==> src/rtl/spi_frame_pkg.sv <==
// Shared constants for the SPI frame bridge: opcodes, status bit positions,
// reply filler and frame FSM encoding.
package spi_frame_pkg;

    localparam logic [7:0] OP_NOP        = 8'h00;
    localparam logic [7:0] OP_READ_DATA  = 8'h02;
    localparam logic [7:0] OP_WRITE_CMD  = 8'h03;
    localparam logic [7:0] OP_WRITE_DATA = 8'h04;
    localparam logic [7:0] OP_CLEAR      = 8'h05;

    // Sent on MISO whenever there is nothing meaningful to return.
    localparam logic [7:0] FILLER = 8'h42;

    localparam int ST_MARKER = 6;
    localparam int ST_LINK   = 5;
    localparam int ST_DROP   = 2;
    localparam int ST_FULL   = 1;
    localparam int ST_NEMPTY = 0;

    typedef enum logic [2:0] {
        S_IDLE,
        S_OPCODE,
        S_PAYLOAD,
        S_EXEC,
        S_TRAIL
    } frame_state_t;

    function automatic logic [7:0] status_byte(input logic link, input logic drop,
                                               input logic full, input logic nempty);
        logic [7:0] s;
        s            = '0;
        s[ST_MARKER] = 1'b1;
        s[ST_LINK]   = link;
        s[ST_DROP]   = drop;
        s[ST_FULL]   = full;
        s[ST_NEMPTY] = nempty;
        return s;
    endfunction

endpackage

==> src/rtl/spi_frame_bridge_if.sv <==
// Pin and core-side bundle of the SPI frame bridge. The bridge is the slave.
interface spi_frame_bridge_if #(parameter int W = 32);
    logic         spi_sck;
    logic         spi_ss;
    logic         spi_mosi;
    logic         spi_miso;
    logic [7:0]   spi_cmd;
    logic         spi_cmd_valid;
    logic [W-1:0] spi_data_out;
    logic         spi_data_out_valid;
    logic [W-1:0] spi_data_in;
    logic         spi_data_in_valid;
    logic         spi_data_in_free;
    logic         link_up;
    logic         frame_err;

    modport slave (
        input  spi_sck, spi_ss, spi_mosi, spi_data_in, spi_data_in_valid,
        output spi_miso, spi_cmd, spi_cmd_valid, spi_data_out, spi_data_out_valid,
               spi_data_in_free, link_up, frame_err
    );

    modport master (
        output spi_sck, spi_ss, spi_mosi, spi_data_in, spi_data_in_valid,
        input  spi_miso, spi_cmd, spi_cmd_valid, spi_data_out, spi_data_out_valid,
               spi_data_in_free, link_up, frame_err
    );
endinterface

==> src/rtl/spi_frame_bridge_word_fifo.sv <==
// Result FIFO: W x DEPTH, peek at head, pointers carry an extra wrap bit so
// full and empty are told apart without a separate counter.
module word_fifo #(
    parameter int W     = 32,
    parameter int DEPTH = 4
) (
    input  logic         clk,
    input  logic         rst_n,
    input  logic         push,
    input  logic [W-1:0] push_data,
    input  logic         pop,
    input  logic         flush,
    output logic [W-1:0] head,
    output logic         full,
    output logic         empty
);
    localparam int AW = $clog2(DEPTH);

    logic [W-1:0] mem [DEPTH];
    logic [AW:0]  wr_ptr, rd_ptr;
    logic         do_push, do_pop;

    assign do_push = push && !full;
    assign do_pop  = pop && !empty;
    assign empty   = (wr_ptr == rd_ptr);
    assign full    = (wr_ptr[AW] != rd_ptr[AW]) && (wr_ptr[AW-1:0] == rd_ptr[AW-1:0]);
    assign head    = mem[rd_ptr[AW-1:0]];

    // Pointer update; flush beats a simultaneous push or pop.
    always_ff @(posedge clk or negedge rst_n) begin
        if (!rst_n) begin
            wr_ptr <= '0;
            rd_ptr <= '0;
        end else if (flush) begin
            wr_ptr <= '0;
            rd_ptr <= '0;
        end else begin
            if (do_push) wr_ptr <= wr_ptr + (AW+1)'(1);
            if (do_pop)  rd_ptr <= rd_ptr + (AW+1)'(1);
        end
    end

    // Storage write; contents need no reset since empty guards every read.
    always_ff @(posedge clk) begin
        if (do_push && !flush) mem[wr_ptr[AW-1:0]] <= push_data;
    end
endmodule

==> src/rtl/spi_frame_bridge.sv <==
// Fabric SPI slave (mode 0) framing opcode + DATA_BYTES payload into command
// and data words for the core, returning status and FIFO'd result words.
module spi_frame_bridge import spi_frame_pkg::*; #(
    parameter int         DATA_BYTES = 4,
    parameter int         TX_DEPTH   = 4,
    parameter bit         LSB_FIRST  = 1'b1,
    parameter logic [7:0] INIT_CODE  = 8'h11
) (
    input  logic               clk,
    input  logic               rst_n,
    spi_frame_bridge_if.slave  bus
);
    localparam int             W         = 8 * DATA_BYTES;
    localparam int             BCW       = $clog2(DATA_BYTES + 2);
    localparam logic [BCW-1:0] LAST_BYTE = BCW'(DATA_BYTES);
    localparam logic [BCW-1:0] SAT_BYTE  = BCW'(DATA_BYTES + 1);
    localparam int             FIRST     = LSB_FIRST ? 0 : 7;

    logic [1:0] sck_s, ss_s, mosi_s;
    logic       sck_d, ss_d;
    logic       sck_rise, sck_fall, ss_rise, ss_fall;

    frame_state_t   state;
    logic [2:0]     bit_cnt, tx_idx;
    logic [BCW-1:0] byte_cnt;
    logic [7:0]     shift_in, byte_next, opcode, tx_byte, reply_byte, status;
    logic [W-1:0]   payload, reply_word;
    logic           rd_hit, miso;
    logic [7:0]     cmd;
    logic           cmd_valid, data_out_valid, link_up, frame_err, drop_flag;
    logic [W-1:0]   data_out;

    logic [W-1:0] fifo_head;
    logic         fifo_full, fifo_empty, fifo_pop, fifo_flush, exec_live;

    // Two-flop synchronisers plus one delay stage for edge detection. SS
    // resets low so a reset taken mid-frame cannot fake an SS fall.
    always_ff @(posedge clk or negedge rst_n) begin
        if (!rst_n) begin
            sck_s  <= '0;
            ss_s   <= '0;
            mosi_s <= '0;
            sck_d  <= 1'b0;
            ss_d   <= 1'b0;
        end else begin
            sck_s  <= {sck_s[0], bus.spi_sck};
            ss_s   <= {ss_s[0], bus.spi_ss};
            mosi_s <= {mosi_s[0], bus.spi_mosi};
            sck_d  <= sck_s[1];
            ss_d   <= ss_s[1];
        end
    end

    assign sck_rise = sck_s[1] & ~sck_d;
    assign sck_fall = ~sck_s[1] & sck_d;
    assign ss_rise  = ss_s[1] & ~ss_d;
    assign ss_fall  = ~ss_s[1] & ss_d;

    assign byte_next = LSB_FIRST ? {mosi_s[1], shift_in[7:1]} : {shift_in[6:0], mosi_s[1]};
    assign tx_idx    = LSB_FIRST ? bit_cnt : 3'd7 - bit_cnt;
    assign status    = status_byte(link_up, drop_flag, fifo_full, !fifo_empty);

    // Reply byte for the byte about to start; past the frame it is filler.
    always_comb begin
        reply_byte = FILLER;
        for (int k = 1; k <= DATA_BYTES; k++)
            if (byte_cnt == BCW'(k)) reply_byte = reply_word[8*(k-1) +: 8];
    end

    assign exec_live  = (state == S_EXEC) && link_up;
    assign fifo_pop   = exec_live && (opcode == OP_READ_DATA) && rd_hit;
    assign fifo_flush = exec_live && (opcode == OP_CLEAR);

    // Frame FSM with the bit/byte engine and all registered outputs.
    always_ff @(posedge clk or negedge rst_n) begin
        if (!rst_n) begin
            state          <= S_IDLE;
            bit_cnt        <= '0;
            byte_cnt       <= '0;
            shift_in       <= '0;
            opcode         <= '0;
            payload        <= '0;
            reply_word     <= '0;
            rd_hit         <= 1'b0;
            tx_byte        <= '0;
            miso           <= 1'b0;
            cmd            <= '0;
            cmd_valid      <= 1'b0;
            data_out       <= '0;
            data_out_valid <= 1'b0;
            link_up        <= 1'b0;
            frame_err      <= 1'b0;
        end else begin
            cmd_valid      <= 1'b0;
            data_out_valid <= 1'b0;
            frame_err      <= 1'b0;

            // Shift engine runs for the whole SS-low window, including
            // trailing bytes so MISO keeps sending filler.
            if (state != S_IDLE) begin
                if (sck_rise) begin
                    shift_in <= byte_next;
                    bit_cnt  <= bit_cnt + 3'd1;
                    if (bit_cnt == 3'd7) begin
                        if (byte_cnt != SAT_BYTE) byte_cnt <= byte_cnt + BCW'(1);
                        if (byte_cnt == '0) begin
                            // Reply source is fixed here; the head is only
                            // peeked now and popped at EXEC.
                            opcode <= byte_next;
                            rd_hit <= (byte_next == OP_READ_DATA) && link_up && !fifo_empty;
                            reply_word <= ((byte_next == OP_READ_DATA) && link_up && !fifo_empty)
                                          ? fifo_head : {DATA_BYTES{FILLER}};
                        end
                        for (int k = 0; k < DATA_BYTES; k++)
                            if (byte_cnt == BCW'(k + 1)) payload[8*k +: 8] <= byte_next;
                    end
                end
                if (sck_fall) begin
                    if (bit_cnt == 3'd0) begin
                        tx_byte <= reply_byte;
                        miso    <= reply_byte[FIRST];
                    end else begin
                        miso    <= tx_byte[tx_idx];
                    end
                end
            end

            case (state)
                S_IDLE: begin
                    if (ss_fall) begin
                        state    <= S_OPCODE;
                        bit_cnt  <= '0;
                        byte_cnt <= '0;
                        tx_byte  <= status;
                        miso     <= status[FIRST];
                    end
                end
                S_OPCODE: begin
                    if (ss_rise) begin
                        state     <= S_IDLE;
                        frame_err <= 1'b1;
                    end else if (sck_rise && bit_cnt == 3'd7) begin
                        state <= S_PAYLOAD;
                    end
                end
                S_PAYLOAD: begin
                    if (ss_rise) begin
                        state     <= S_IDLE;
                        frame_err <= 1'b1;
                    end else if (sck_rise && bit_cnt == 3'd7 && byte_cnt == LAST_BYTE) begin
                        state <= S_EXEC;
                    end
                end
                S_EXEC: begin
                    state <= S_TRAIL;
                    if (opcode == INIT_CODE) begin
                        link_up <= 1'b1;
                    end else if (link_up) begin
                        case (opcode)
                            OP_WRITE_CMD: begin
                                cmd       <= payload[7:0];
                                cmd_valid <= 1'b1;
                            end
                            OP_WRITE_DATA: begin
                                data_out       <= payload;
                                data_out_valid <= 1'b1;
                            end
                            default: ;
                        endcase
                    end
                end
                S_TRAIL: begin
                    // Level check so an SS rise that raced EXEC is not lost.
                    if (ss_s[1]) state <= S_IDLE;
                end
                default: state <= S_IDLE;
            endcase
        end
    end

    // Sticky overflow flag; CLEAR wins over a coincident dropped push.
    always_ff @(posedge clk or negedge rst_n) begin
        if (!rst_n)                                   drop_flag <= 1'b0;
        else if (fifo_flush)                          drop_flag <= 1'b0;
        else if (bus.spi_data_in_valid && fifo_full)  drop_flag <= 1'b1;
    end

    word_fifo #(.W(W), .DEPTH(TX_DEPTH)) u_fifo (
        .clk       (clk),
        .rst_n     (rst_n),
        .push      (bus.spi_data_in_valid && !fifo_full),
        .push_data (bus.spi_data_in),
        .pop       (fifo_pop),
        .flush     (fifo_flush),
        .head      (fifo_head),
        .full      (fifo_full),
        .empty     (fifo_empty)
    );

    assign bus.spi_miso           = miso;
    assign bus.spi_cmd            = cmd;
    assign bus.spi_cmd_valid      = cmd_valid;
    assign bus.spi_data_out       = data_out;
    assign bus.spi_data_out_valid = data_out_valid;
    assign bus.spi_data_in_free   = !fifo_full;
    assign bus.link_up            = link_up;
    assign bus.frame_err          = frame_err;
endmodule

==> src/flat_wrapper.sv <==
// flat-port wrapper written by rule: the top's interface ports become plain ports
module spi_frame_bridge_flat import spi_frame_pkg::*;
#(
    parameter int         DATA_BYTES = 4,
    parameter int         TX_DEPTH   = 4,
    parameter bit         LSB_FIRST  = 1'b1,
    parameter logic [7:0] INIT_CODE  = 8'h11
)
  (clk, rst_n, bus_spi_sck, bus_spi_ss, bus_spi_mosi, bus_spi_data_in, bus_spi_data_in_valid, bus_spi_miso, bus_spi_cmd, bus_spi_cmd_valid, bus_spi_data_out, bus_spi_data_out_valid, bus_spi_data_in_free, bus_link_up, bus_frame_err);
  spi_frame_bridge_if #(.W(32)) bus_i ();
  input  logic clk;
  input  logic rst_n;
  input wire logic [$bits(bus_i.spi_sck)-1:0] bus_spi_sck;
  input wire logic [$bits(bus_i.spi_ss)-1:0] bus_spi_ss;
  input wire logic [$bits(bus_i.spi_mosi)-1:0] bus_spi_mosi;
  input wire logic [$bits(bus_i.spi_data_in)-1:0] bus_spi_data_in;
  input wire logic [$bits(bus_i.spi_data_in_valid)-1:0] bus_spi_data_in_valid;
  output wire logic [$bits(bus_i.spi_miso)-1:0] bus_spi_miso;
  output wire logic [$bits(bus_i.spi_cmd)-1:0] bus_spi_cmd;
  output wire logic [$bits(bus_i.spi_cmd_valid)-1:0] bus_spi_cmd_valid;
  output wire logic [$bits(bus_i.spi_data_out)-1:0] bus_spi_data_out;
  output wire logic [$bits(bus_i.spi_data_out_valid)-1:0] bus_spi_data_out_valid;
  output wire logic [$bits(bus_i.spi_data_in_free)-1:0] bus_spi_data_in_free;
  output wire logic [$bits(bus_i.link_up)-1:0] bus_link_up;
  output wire logic [$bits(bus_i.frame_err)-1:0] bus_frame_err;
  assign bus_i.spi_sck = bus_spi_sck;
  assign bus_i.spi_ss = bus_spi_ss;
  assign bus_i.spi_mosi = bus_spi_mosi;
  assign bus_i.spi_data_in = bus_spi_data_in;
  assign bus_i.spi_data_in_valid = bus_spi_data_in_valid;
  assign bus_spi_miso = bus_i.spi_miso;
  assign bus_spi_cmd = bus_i.spi_cmd;
  assign bus_spi_cmd_valid = bus_i.spi_cmd_valid;
  assign bus_spi_data_out = bus_i.spi_data_out;
  assign bus_spi_data_out_valid = bus_i.spi_data_out_valid;
  assign bus_spi_data_in_free = bus_i.spi_data_in_free;
  assign bus_link_up = bus_i.link_up;
  assign bus_frame_err = bus_i.frame_err;
  spi_frame_bridge #(.DATA_BYTES(DATA_BYTES), .TX_DEPTH(TX_DEPTH), .LSB_FIRST(LSB_FIRST), .INIT_CODE(INIT_CODE)) u_core (.clk(clk), .rst_n(rst_n), .bus(bus_i));
endmodule
==> config.mk <==
export PLATFORM = sky130hd
export DESIGN_NAME = spi_frame_bridge_flat
export DESIGN_NICKNAME = d
export VERILOG_FILES = /design/src/rtl/spi_frame_pkg.sv /design/src/rtl/spi_frame_bridge_if.sv /design/src/rtl/spi_frame_bridge_word_fifo.sv /design/src/rtl/spi_frame_bridge.sv /design/src/flat_wrapper.sv
export SDC_FILE = /design/constraint.sdc
export NUM_CORES = 1
export LEC_CHECK = 0
export BUFFER_PORTS_ARGS = -buffer_cell sky130_fd_sc_hd__buf_4
export CORE_MARGIN = 4
export CORE_UTILIZATION = 60
export CTS_CLUSTER_SIZE = 28
export DETAILED_ROUTE_END_ITERATION = 16
export PLACE_DENSITY = 0.81
export RECOVER_POWER = 100
export SYNTH_ARGS = -nofsm -noshare
export SYNTH_HDL_FRONTEND = slang
export SYNTH_SLANG_ARGS = --single-unit
export TNS_END_PERCENT = 100
==> constraint.sdc <==
create_clock -name clk -period 3.85 [get_ports clk]
set_input_delay 0.385 -clock clk [delete_from_list [all_inputs] [get_ports clk]]
set_output_delay 0.385 -clock clk [all_outputs]
set_load 0.01 [all_outputs]
==> results of run 1 <==
[kinds of logic after synthesis]
group	synth area share [%]
AND/OR/NAND/NOR	8.33
adder cells (fa/ha/maj)	1.41
XOR/XNOR	0.681
AO/OA/AOI/OAI	5.03
multiplexers	14.7
buffers and inverters	2.74
flip-flops	67.2
[sequential cells by signal, indices dropped and copies added (netlist names), 7 cells and up]
signal,flops
u_core.opcode,8
u_core.reply_word,32
u_core.tx_byte,8
u_core.payload,32
u_core.bus.spi_data_out,32
u_core.shift_in,7
u_core.u_fifo.mem,128
u_core.bus.spi_cmd,8
[where the power goes]
| group | internal (mW) | switching [mW] | leakage [nW] |
|---|---|---|---|
| combinational | 0.252 | 0.444 | 1.62 |
| sequential | 3.59 | 0.228 | 3.31 |
| clock | 1.71 | 1.15 | 0.489 |
| total | 5.56 | 1.82 | 5.41 |
[worst max path at each step]
stage	endpoint	from	depth (start not counted)	slack, ps
after floorplan	u_core.u_fifo.mem[0][0]	u_core.u_fifo.rd_ptr[0]	5	1580
after global placement	u_core.reply_word[1]	u_core.bit_cnt[0]	6	1500
after detailed placement	u_core.reply_word[12]	u_core.bit_cnt[0]	6	1340
after CTS	bus_spi_data_in_free	u_core.u_fifo.rd_ptr[0]	4	1230
after global routing	u_core.payload[26]	rst_n	3	710
final	u_core.payload[15]	u_core.bit_cnt[0]	6	920
[per-layer routing]
layer  part of all wire, %  global-route usage (%)  vias to the layer above
met2                    50                    35.9                      229
met5                     0                       0                        -
met1                    42                    27.6                     3300
met3                   5.4                    3.61                       51
met4                   2.2                    6.30                        0
li1                      -                       -                     2973
[cell type report]
class / instances / area share [%]
timing repair buffer: 96 / 3.24
clock inverter: 18 / 1.49
sequential: 285 / 59.8
inverter: 36 / 1.04
clock buffer: 36 / 6.25
multi-input combinational: 406 / 25.6
tap: 260 / 2.50
[synthesized netlist by cell type, drive strengths merged (7+ instances only)]
library cell and n:
nand2 99, mux2 74, mux4 33, a21oi 21, edfxtp 128, buf 17, ha 13, o21ai 35
nor2 19, o22a 8, clkbuf 12, nand3 10, and2 7, inv 36, dfrtp 157
[worst reg2reg max path, cell delays in order (launching register included)]
cell and delay [ps]:
dfrtp_1 490, ha_1 210, ha_1 140, and3b_1 320, nand2_1 170, nor3b_1 1030
mux2_2 440
[stage by stage]
step	utilization (%)	hold slack [ps]	total power, mW
6_report	69.0	101	7.37
5_1_grt	69.0	102	7.68
4_1_cts	71.5	21.7	7.46
3_5_place_dp	65.9	336	4.59
3_3_place_gp	65.9	337	4.52
2_1_floorplan	-	89.4	4.24
[timing repair]
item,in CTS,in global routing
hold endpoints to repair,36,0
hold buffers,4,0
setup buffers,0,0
==> results.toml, run 1 <==
[finish]
multiInputGateArea_um2 = 3330
syn2layout_area_growth_pct = 12.3
final_common_cell = "dfrtp_1"
final_area_um2 = 13000
final.fill_count = 1303
regArea_um2 = 7770
final_cell_mix = "dfrtp_1 (156), edfxtp_1 (128), nand2_1 (99)"
antennaDiodeCount = 0
nets = 905
stdcell_count = 1137
drive_above_1_share_pct = 17.6

[setup_path]
cp-start-kind = "flip-flop"
worst_path_most_repeated_cell = "ha_1"
crit_type = "flip-flop to flip-flop"
required_ps = 4260
ff2ff_path_depth = 6
critPathArrivalTime_ps = 3340
r2r_end = "u_core.payload[15]"
slowest_delay_ps = 1030
regToRegSetupSlack_ps = 920
crit_slowest_cell = "nor3b_1"
path_max_fanout = 8
worst_path_dominant_cell_family = "simple AND/OR/NAND/NOR gates"
cp_num_buf_inv = 0
path_cells = "ha_1 -> ha_1 -> and3b_1 -> nand2_1 -> nor3b_1 -> mux2_2"
worstSetupEndpointType = "flip-flop"
r2r-start = "u_core.bit_cnt[0]"

[sta]
setup_viol = 0
rsz0062_at_grt = "false"
worst_slack_ps = 925
max-slew-margin-rel_pct = -10.8
finClkSkew_ps = 11.0
tns_ps = 0
hold_viol_final = 0
post-route-min-period_ps = 2930
fmax_mhz = 342
finalMaxSlewViolations = 33
max_slew.worst_pin.slew_ps = 1660
fin_crit_sh_pct = 76.0

[placement]
post-place-ws_ps = 1340
place_area_um2 = 12400
dp_cells = 1079
dp_hpwl_mm = 13.9
gp_congestion = 0.894
portBuffers = 83

[logic_synthesis]
ys_seq_area_share_pct = 67.2
synth_area_um2 = 11600
synth_area_per_cell_um2 = 15.3
ys.flop_type = "dfrtp_1"
synthArstFlopShare_pct = 55.1
synth_edf_count = 128
synth_cell_type_count = 66
yosys.area.top_type = "dfrtp_1"
yosys_warnings = 0
synthCells = 756
yosys_register_bits = 285
ys_top_cells_by_area = "dfrtp_1 (34%), edfxtp_1 (33%), mux4_2 (6.4%), mux2_2 (4.4%), mux2_4 (3.8%)"
syn_nets = 807
synth.top_cell.area_share_pct = 34.0

[detailed_routing]
viasPerCell = 5.76
ant_nets = 0
drc = 0
drt-wirelength-per-cell_um = 19.5
dr_total_vias = 6553
drtIter0Drc = 540
routed_wl_mm = 22.2
drt-pass1-iter-count = 5

[global_route]
grt_pass1_wl_mm = 36.3
grt_pass1_vias = 6977
antenna_found_initial = 0
overflow = 0
grt_max_degree = 104
grt_use_total_pct = 20.9

[status]
violations = "max-capacitance violations, max-slew violations"
status = "complete, but fails checks"

[clock_tree]
clk_latency_ps = 540
cts-htree-levels = 1
clockRootBuffer = "clkbuf_16"
cts_buffer_depth = 3
cts_sinks = 285
cts-buffers-inserted = 29
cts_tree = "done"
cts_resized = 0
clkTransAtPathRegs_ps = 60

[floorplan]
num_rows = 50
ios = 84
die_h_um = 147
core-area_um2 = 18800
die_area_um2 = 21600
die_width_um = 147
initial_core_util_pct = 61.4

[worst_hold_path]
hold_path.class = "input port to flip-flop"
whs_path_depth = 1
hold_end = "u_core.u_fifo.mem[3][0]"
hold_path_startpoint = "bus_spi_data_in[0]"

[run]
maxCapViolCount = 1

[power]
worst_ir_drop_vdd_mv = 0.423
p_leak_nw = 5.41
cellPowerDensity_nw_per_um2 = 568
No activity file was read; power rests on OpenSTA's default activity.
==> inputs of run 2 (changes only) <==
clock period = 2.8 ns   (was 3.85 ns; I/O delays follow)
==> run 2 against run 1 <==
Against the previous run: the flow still finishes with violations (max-capacitance violations, max-slew violations); clock power grew 33%; clock skew grew 6.0 ps; power grew 36%; fmax grew 17%; largest cell class unchanged; core utilization grew 1.7 points; setup slack lost 620 ps; die area is the same; final area grew 2.5%; highest routed layer unchanged.
==> results.toml, run 2 (same netlist as run 1, synthesis figures left out) <==
[status]
status = "complete, but fails checks"
violations = "max-capacitance violations, max-slew violations"

[clock_tree]
clockRootBuffer = "clkbuf_16"
clkTransAtPathRegs_ps = 60
cts_buffer_depth = 3
cts_tree = "done"
cts_setup_buffers = 0
cts_sinks = 285
cts-htree-levels = 1
cts_resized = 0
clk_latency_ps = 540
cts-buffers-inserted = 29

[finish]
antennaDiodeCount = 0
fin_util_pct = 70.7
syn2layout_area_growth_pct = 15.1
final_cell_mix = "dfrtp_1 (156), edfxtp_1 (128), nand2_1 (98)"
nets = 943
drive_above_1_share_pct = 17.4
final_area_um2 = 13300
final_common_cell = "dfrtp_1"
largest_reg_flops = 128

[detailed_routing]
viasPerCell = 5.70
drc = 0
drt-pass1-iter-count = 5
ant_nets = 0
drt-wirelength-per-cell_um = 19.3
dr_total_vias = 6696
drtIter0Drc = 458
routed_wl_mm = 22.6

[setup_path]
path_max_fanout = 8
r2r-start = "u_core.bit_cnt[0]"
critPathArrivalTime_ps = 2900
worstSetupEndpointType = "flip-flop"
crit_path_end = "u_core.payload[25]"
cp-start-kind = "flip-flop"
ff2ff_path_depth = 6
regToRegSetupSlack_ps = 310
critical_path.startpoint = "u_core.bit_cnt[0]"
required_ps = 3210
crit_type = "flip-flop to flip-flop"
r2r_end = "u_core.payload[25]"

[sta]
max-slew-margin-rel_pct = -7.43
tns_ps = 0
finalMaxSlewViolations = 68
hold_viol_final = 0
fmax_mhz = 401
max_slew.worst_pin.slew_ps = 1610
setup_viol = 0
finClkSkew_ps = 17.0
post-route-min-period_ps = 2490
fin_crit_sh_pct = 89.0
rsz0062_at_grt = "false"
whs_ps = 57.6

[global_route]
grt_use_total_pct = 21.8
grt_max_degree = 68
grt_pass1_vias = 7192
grt_pass1_wl_mm = 37.9
antenna_found_initial = 0
overflow = 0

[floorplan]
die_area_um2 = 21600
ios = 84
core-area_um2 = 18800
num_rows = 50
die_h_um = 147
initial_core_util_pct = 61.4
die_width_um = 147

[power]
p_leak_nw = 5.57
cellPowerDensity_nw_per_um2 = 755
worst_ir_drop_vdd_mv = 0.547

[run]
maxCapViolCount = 1

[placement]
dp_hpwl_mm = 14.8
place_area_um2 = 12500
gp_congestion = 0.868
portBuffers = 83

[worst_hold_path]
hold_path.class = "input port to flip-flop"
## run 2: cell types whose count changed in the layout (fill, tap and decap cells not counted), moves of 3 or more
cell	before	now
buf_2	0	4
dlygate4sd3_1	4	36
clkinvlp_4	3	0
clkbuf_1	82	89
## run 2: worst min path at each step
stage,startpoint,endpoint,slack (ps),depth (start not counted)
finish,bus_spi_data_in_valid,u_core.u_fifo.wr_ptr[1],60,3
global route,bus_spi_data_in_valid,u_core.u_fifo.wr_ptr[1],50,3
CTS,bus_spi_data_in_valid,u_core.u_fifo.wr_ptr[1],40,3
global placement,rst_n,u_core.ss_d,300,1
floorplan,rst_n,u_core.bit_cnt[0],-20,0
detailed placement,rst_n,u_core.state[2],300,1
## run 2: timing repair
action                     4_1_cts  5_1_grt
hold buffers                    36        0
hold endpoints to repair       194        0
setup endpoints to repair        0        0
## run 2: cell type report
class / instances / area, um^2
Timing Repair Buffer: 134 / 774
Clock buffer: 43 / 818
Tap cell: 260 / 325
Clock inverter: 11 / 136
Multi-Input combinational cell: 406 / 3350
Sequential cell: 285 / 7770
Inverter: 36 / 135
Fill cell: 1293 / 5520
## run 2: per-stage QoR
step	cells	total power, mW	setup slack (ps)
2_1_floorplan	756	5.83	530
3_3_place_gp	1085	6.22	465
3_5_place_dp	1085	6.32	343
4_1_cts	1175	10.2	350
5_1_grt	1175	10.5	143
6_report	1175	10.1	308
## run 2: layer usage
| layer | part of all wire, % | track usage (%) |
|---|---|---|
| met5 | 0 | 0 |
| met4 | 2.2 | 5.97 |
| met3 | 4.1 | 2.96 |
| met2 | 51 | 37.4 |
| met1 | 43 | 29.7 |
## run 2: power breakdown
part | switching, mW | internal (mW)
Combinational | 0.615 | 0.378
Sequential | 0.316 | 4.94
Clock | 1.51 | 2.30
## run 2: worst max-delay path: stages (launching register included)
cell	delay, ps
dfrtp_1	480
ha_1	200
ha_1	130
and3b_1	300
nand2_1	190
nor2_1	660
mux2_2	420
